==> src/rtl/dec_pkg.sv <==
// Shared types and helpers for the dec_scan decoder family.
package dec_pkg;

  // Top-level operating states.
  typedef enum logic [1:0] {
    IDLE   = 2'd0,
    DIRECT = 2'd1,
    SCAN   = 2'd2
  } state_t;

  // Output width of an N-to-2^N decoder.
  function automatic int ONEHOT_W(input int n);
    return 1 << n;
  endfunction

endpackage

==> src/rtl/dec_onehot.sv <==
// Purely combinational N-to-2^N one-hot decoder with enable.
module dec_onehot
  import dec_pkg::*;
#(
  parameter int N = 3
) (
  input  logic [N-1:0]           sel,
  input  logic                   en,
  output logic [ONEHOT_W(N)-1:0] dec
);

  // Drive the selected bit when enabled, all zeros otherwise.
  always_comb begin
    // NOTE: assigning a default before the conditional keeps every path
    // driven, so no latch is inferred for the bits not selected.
    dec = '0;
    if (en) dec[sel] = 1'b1;
  end

endmodule

==> src/rtl/dec_scan.sv <==
// Registered one-hot decoder with direct and scanning modes. In scan mode
// the index walks every output, holding each for dwell+1 cycles, and pulses
// wrap whenever it rolls over from the last output back to zero.
module dec_scan
  import dec_pkg::*;
#(
  parameter int N       = 3,
  parameter int DWELL_W = 4
) (
  input  logic                   clk,
  input  logic                   rst_n,
  input  logic                   en,
  input  logic                   mode,
  input  logic                   start,
  input  logic                   stop,
  input  logic [N-1:0]           a,
  input  logic [DWELL_W-1:0]     dwell,
  output logic [ONEHOT_W(N)-1:0] out,
  output logic [N-1:0]           idx,
  output logic                   busy,
  output logic                   wrap
);

  state_t               state_q, state_d;
  logic [N-1:0]         idx_d;
  logic [DWELL_W-1:0]   cnt_q, cnt_d;
  logic [DWELL_W-1:0]   dwell_q, dwell_d;
  logic                 wrap_d;
  logic [N-1:0]         dec_sel;
  logic                 dec_en;
  logic [ONEHOT_W(N)-1:0] dec_out;

  // The decoder produces the next output pattern; it is registered below.
  dec_onehot #(.N(N)) u_onehot (
    .sel (dec_sel),
    .en  (dec_en),
    .dec (dec_out)
  );

  // busy comes straight from the state register, so it is registered too.
  assign busy = (state_q != IDLE);

  // Next-state, index, dwell counter and decoder-select computation.
  always_comb begin
    state_d = state_q;
    idx_d   = idx;
    cnt_d   = cnt_q;
    dwell_d = dwell_q;
    wrap_d  = 1'b0;
    dec_sel = idx;
    dec_en  = 1'b0;

    unique case (state_q)
      IDLE: begin
        // stop beats start; a paused block does not launch.
        if (start && !stop && en) begin
          state_d = mode ? SCAN : DIRECT;
          idx_d   = a;
          dec_sel = a;
          dec_en  = 1'b1;
          if (mode) begin
            dwell_d = dwell;
            cnt_d   = '0;
          end
        end
      end

      DIRECT: begin
        if (stop) begin
          state_d = IDLE;
          cnt_d   = '0;
        end else if (en) begin
          idx_d   = a;
          dec_sel = a;
          dec_en  = 1'b1;
        end
      end

      SCAN: begin
        if (stop) begin
          state_d = IDLE;
          cnt_d   = '0;
        end else if (en) begin
          dec_en = 1'b1;
          if (out == '0) begin
            // Coming back from a pause: re-present the frozen index first so
            // it still gets its full dwell before advancing.
            dec_sel = idx;
          end else if (cnt_q == dwell_q) begin
            cnt_d   = '0;
            idx_d   = idx + N'(1);
            dec_sel = idx + N'(1);
            wrap_d  = &idx;
          end else begin
            cnt_d = cnt_q + DWELL_W'(1);
          end
        end
      end

      default: state_d = IDLE;
    endcase
  end

  // State and output registers; reset clears everything immediately.
  always_ff @(posedge clk or negedge rst_n) begin
    if (!rst_n) begin
      state_q <= IDLE;
      idx     <= '0;
      cnt_q   <= '0;
      dwell_q <= '0;
      out     <= '0;
      wrap    <= 1'b0;
    end else begin
      // NOTE: non-blocking assignments let every register sample the
      // pre-edge values, independent of statement order.
      state_q <= state_d;
      idx     <= idx_d;
      cnt_q   <= cnt_d;
      dwell_q <= dwell_d;
      out     <= dec_out;
      wrap    <= wrap_d;
    end
  end

endmodule

==> config.mk <==
export PLATFORM = sky130hd
export DESIGN_NAME = dec_scan
export DESIGN_NICKNAME = d
export VERILOG_FILES = /design/src/rtl/dec_pkg.sv /design/src/rtl/dec_onehot.sv /design/src/rtl/dec_scan.sv
export SDC_FILE = /design/constraint.sdc
export NUM_CORES = 1
export LEC_CHECK = 0
export CAP_MARGIN = 15
export CORE_MARGIN = 5
export CORE_UTILIZATION = 44
export CTS_CLUSTER_SIZE = 10
export DETAILED_ROUTE_END_ITERATION = 8
export GPL_TIMING_DRIVEN = 0
export PLACE_DENSITY = 0.84
export SLEW_MARGIN = 30
export SYNTH_ARGS = -nofsm -noshare
export SYNTH_HDL_FRONTEND = slang
export SYNTH_HIERARCHICAL = 1
export SYNTH_SLANG_ARGS = --single-unit
==> constraint.sdc <==
create_clock -name clk -period 2.19 [get_ports clk]
set_clock_uncertainty 0.15 [all_clocks]
set_input_delay 0.438 -clock clk [delete_from_list [all_inputs] [get_ports clk]]
set_output_delay 0.438 -clock clk [all_outputs]
set_load 0.02 [all_outputs]
==> results by group <==
Finish
  – # fillers: 196
  – Area Overhead vs Synth: 44.1%
  – Final instance count without filler cells: 182
  – Share of cells above drive strength 1: 0.336
  – N_diodes: 0
  – Final core utilization: 0.675
  – Nets: 174

Logic synthesis
  – YS warnings: 6
  – Mapped Area: 1190 um2
  – Syn avg cell area: 11.0 um2
  – Cell count after synthesis: ~110
  – Post-synthesis register bit count: 22
  – Post-Synth XOR/XNOR Area: 0.0420
  – Compound-gate portion of the synthesized area: 0.119
  – Main synth FF type: dfrtp_1
  – Register area share after synthesis: 0.462
  – Syn nets: 128
  – Post-synthesis simple-gate area fraction: 0.231
  – Yosys cell types: 36
  – Adder-cell share of the synthesized area: 0.0735
  – Synth async-reset ratio: 1.00
  – Largest family of logic cells by synthesized area: simple AND/OR/NAND/NOR gates
  – Multiplexer share of the synthesized area: 0.0546
  – EDFF count, synth: 0

Routing
  – Post-Route WL: 3.31 mm
  – Routed len/inst: 18.2 um
  – Starting DRT DRC Count: 49
  – Number of remaining DRC errors: 0
  – Vias per cell: between 5 and 6
  – Vias: 1061
  – Drt pass-1 iters: 4
  – Antenna viol nets, final: 0

Critical path
  – Critical path type: reg2reg
  – Req. time, crit path: 2.24 ns
  – Reg2reg path depth: 6
  – Critical path arrival: 2.33 ns
  – Reg2reg end: out[4]
  – CP max FO: 5
  – R2R Path Start: dwell_q[2]
  – FF-to-FF setup slack: -0.09 ns
  – CP Launch Type: register
  – CP Capture Type: register

Place
  – Placer congestion estimate: 0.766
  – Place WS: -0.723 ns
  – PortBufs: 25
  – Post-DP HPWL: 2.11 mm
  – Dpl cells: 163

Global route
  – GR peak layer: met2
  – Met2 GRT Util: 0.306
  – First-pass GRT wire length: ~5.3 mm
  – Largest net degree at the start of global routing: 23
  – Met3 global-route usage: 0.0372
  – Vias in the first global route: 1112
  – Total track usage: 0.185
  – M1 GR Usage: 0.237
  – Initial antenna violation count: 0
  – GRT overflow: 0

Power
  – Switching share of total power: 0.406
  – Leakage power: 0.000758 uW
  – Share of power burned in registers: 0.331
  – Share of total power in combinational logic: 0.567
  – Clk pwr share: 0.102
  – Total internal power: between 1000 and 1500 uW
  – Net switching power: 718 uW
  – Peak supply drop: 0.689 mV
  – Pwr Density: 1030 nW/um2

Timing
  – RSZ-0062 raised after global routing: true
  – Count of final setup violators: 8
  – Final Hold Viols: 0
  – Period utilisation layout: 1.04
  – Worst-Margin Slew: 0.729 ns
  – Setup ws final: -0.0909 ns
  – Fmax: 438 MHz
  – Headroom to the max-slew limit: 0.510
  – Pins Over Slew Limit: 0
  – Hold_ws: 0.433 ns
  – Crit path time final: 2.28 ns

Clock network
  – CTS tree: built
  – Root Driver: clkbuf_4
  – H-tree depth: 1
  – CTS Buf Count: 3
  – CTS max path bufs: 2
  – Reg clk slew, reported paths: 0.12 ns
  – Clock Latency Late Sink: 0.30 ns
  – Clock Sinks: 22

Worst hold path
  – Hold Crit Start: cnt_q[3]
  – Hold Path Class: reg2reg
  – Hold path depth: 1
  – WHS Endpoint: cnt_q[3]

Die
  – Core area: 2540 um2
  – Initial core utilization: 0.469
  – Die Span X: 62.1 um
  – Cell Rows: 18
  – Die ar.: about 3900 um2
  – Die Ht: 62.1 um
  – I/O pin total: 26

Outcome
  – Outcome: complete, but fails checks
  – Failing checks: setup timing

Job
  – Max-cap violations: 0
## routing by layer
layer	up-vias	wire (um)	share of wire
met5	-	0	0
met1	525	1410	0.43
met3	6	141	0.043
met2	34	1720	0.52
met4	0	44	0.013
li1	496	-	-
## critical path: stages (launching register included)
cell and delay [ns]:
dfrtp_1 0.43, xnor2_2 0.21, nand4_1 0.16, a211o_4 0.35, or4b_4 0.52, nand3_4 0.12, and4bb_2 0.24
## how the worst max path moves through the flow
stage	startpoint	end	slack, ns	cells past startpoint
final	dwell_q[2]	out[4]	-0.09	6
after detailed placement	stop	out[2]	-0.72	6
after global routing	dwell_q[1]	out[4]	-0.13	6
after floorplan	stop	out[1]	0.05	5
after CTS	cnt_q[0]	out[1]	-0.03	6
after global placement	stop	out[4]	-0.68	6
## state kept, by name, summed over array words and instances (netlist names)
name and count:
dwell_q 4, wrap 1, out 8, state_q 2
cnt_q 4, idx 3
## power groups by stage
stage / clock network [uW] / registers (uW) / logic (uW)
final: 180 / 585 / 1000
after global placement: 0 / 584 / 694
after global routing: 206 / 598 / 1090
after floorplan: 0 / 608 / 457
after detailed placement: 0 / 588 / 730
after CTS: 187 / 581 / 833
## what timing repair did
| action | in CTS | in global routing |
|---|---|---|
| resized for setup | 14 | 12 |
| cloned | 0 | 1 |
| pin swaps | 6 | 3 |
| setup buffers | 8 | 6 |
| hold endpoints to repair | 0 | 22 |
| setup endpoints to repair | 11 | 13 |
| hold buffers | 0 | 1 |
## stage by stage
step | total power [uW] | cell area, um2 | setup TNS [ns]
CTS | 1600 | 1620 | -0.0871
global placement | 1280 | 1480 | -6.34
floorplan | 1060 | 1190 | 0
detailed placement | 1320 | 1480 | -7.06
finish | 1770 | 1720 | -0.439
global route | 1890 | 1720 | -0.959
## cells by family (layout without fill, tap and decap cells)
kind of cell	count (synthesis)	in the layout
XOR/XNOR	4	4
adder cells (fa/ha/maj)	7	7
AO/OA/AOI/OAI	22	22
AND/OR/NAND/NOR	41	42
buffers and inverters	6	49
multiplexers	6	6
flip-flops	22	22
## cell usage after synthesis, types with 3 or more instances
cell / number / area share
dfrtp_1: 22 / 0.46
ha_1: 7 / 0.073
nand2_1: 7 / 0.022
nand3_1: 7 / 0.029
o21ai_0: 6 / 0.025
a21oi_1: 5 / 0.021
inv_1: 5 / 0.016
mux2_2: 4 / 0.038
a22oi_1: 3 / 0.019
and4b_2: 3 / 0.028
and4bb_2: 3 / 0.031
nand2b_1: 3 / 0.016
nor3_1: 3 / 0.013
## cell usage in the layout, fill, tap and decap left out, types with 2 or more instances in the layout
master / count
clkdlybuf4s50_1: 21
dfrtp_1: 19
buf_4: 14
nand2_1: 7
a21oi_1: 5
nand3_1: 5
ha_1: 5
inv_1: 4
xnor2_2: 4
mux2_2: 4
o21ai_0: 4
clkbuf_4: 3
dfrtp_2: 3
and4b_2: 3
and4bb_2: 3
nor3_1: 2
nand3b_1: 2
nor2b_1: 2
nand2b_1: 2
a22oi_1: 2
nor2_1: 2
mux2i_1: 2
nand3_2: 2
dlymetal6s2s_1: 2
## cell type report
cell class / instances / area (um2) / area share
plain buffers: 1 / 3.75 / 0.00218
clock buffers: 3 / 22.5 / 0.0131
inverters: 5 / 18.8 / 0.0109
multi-input cells: 81 / 717 / 0.417
flip-flops and latches: 22 / 554 / 0.323
well taps: 30 / 37.5 / 0.0218
repair buffers: 40 / 364 / 0.212
No activity file was read; power rests on OpenSTA's default activity.
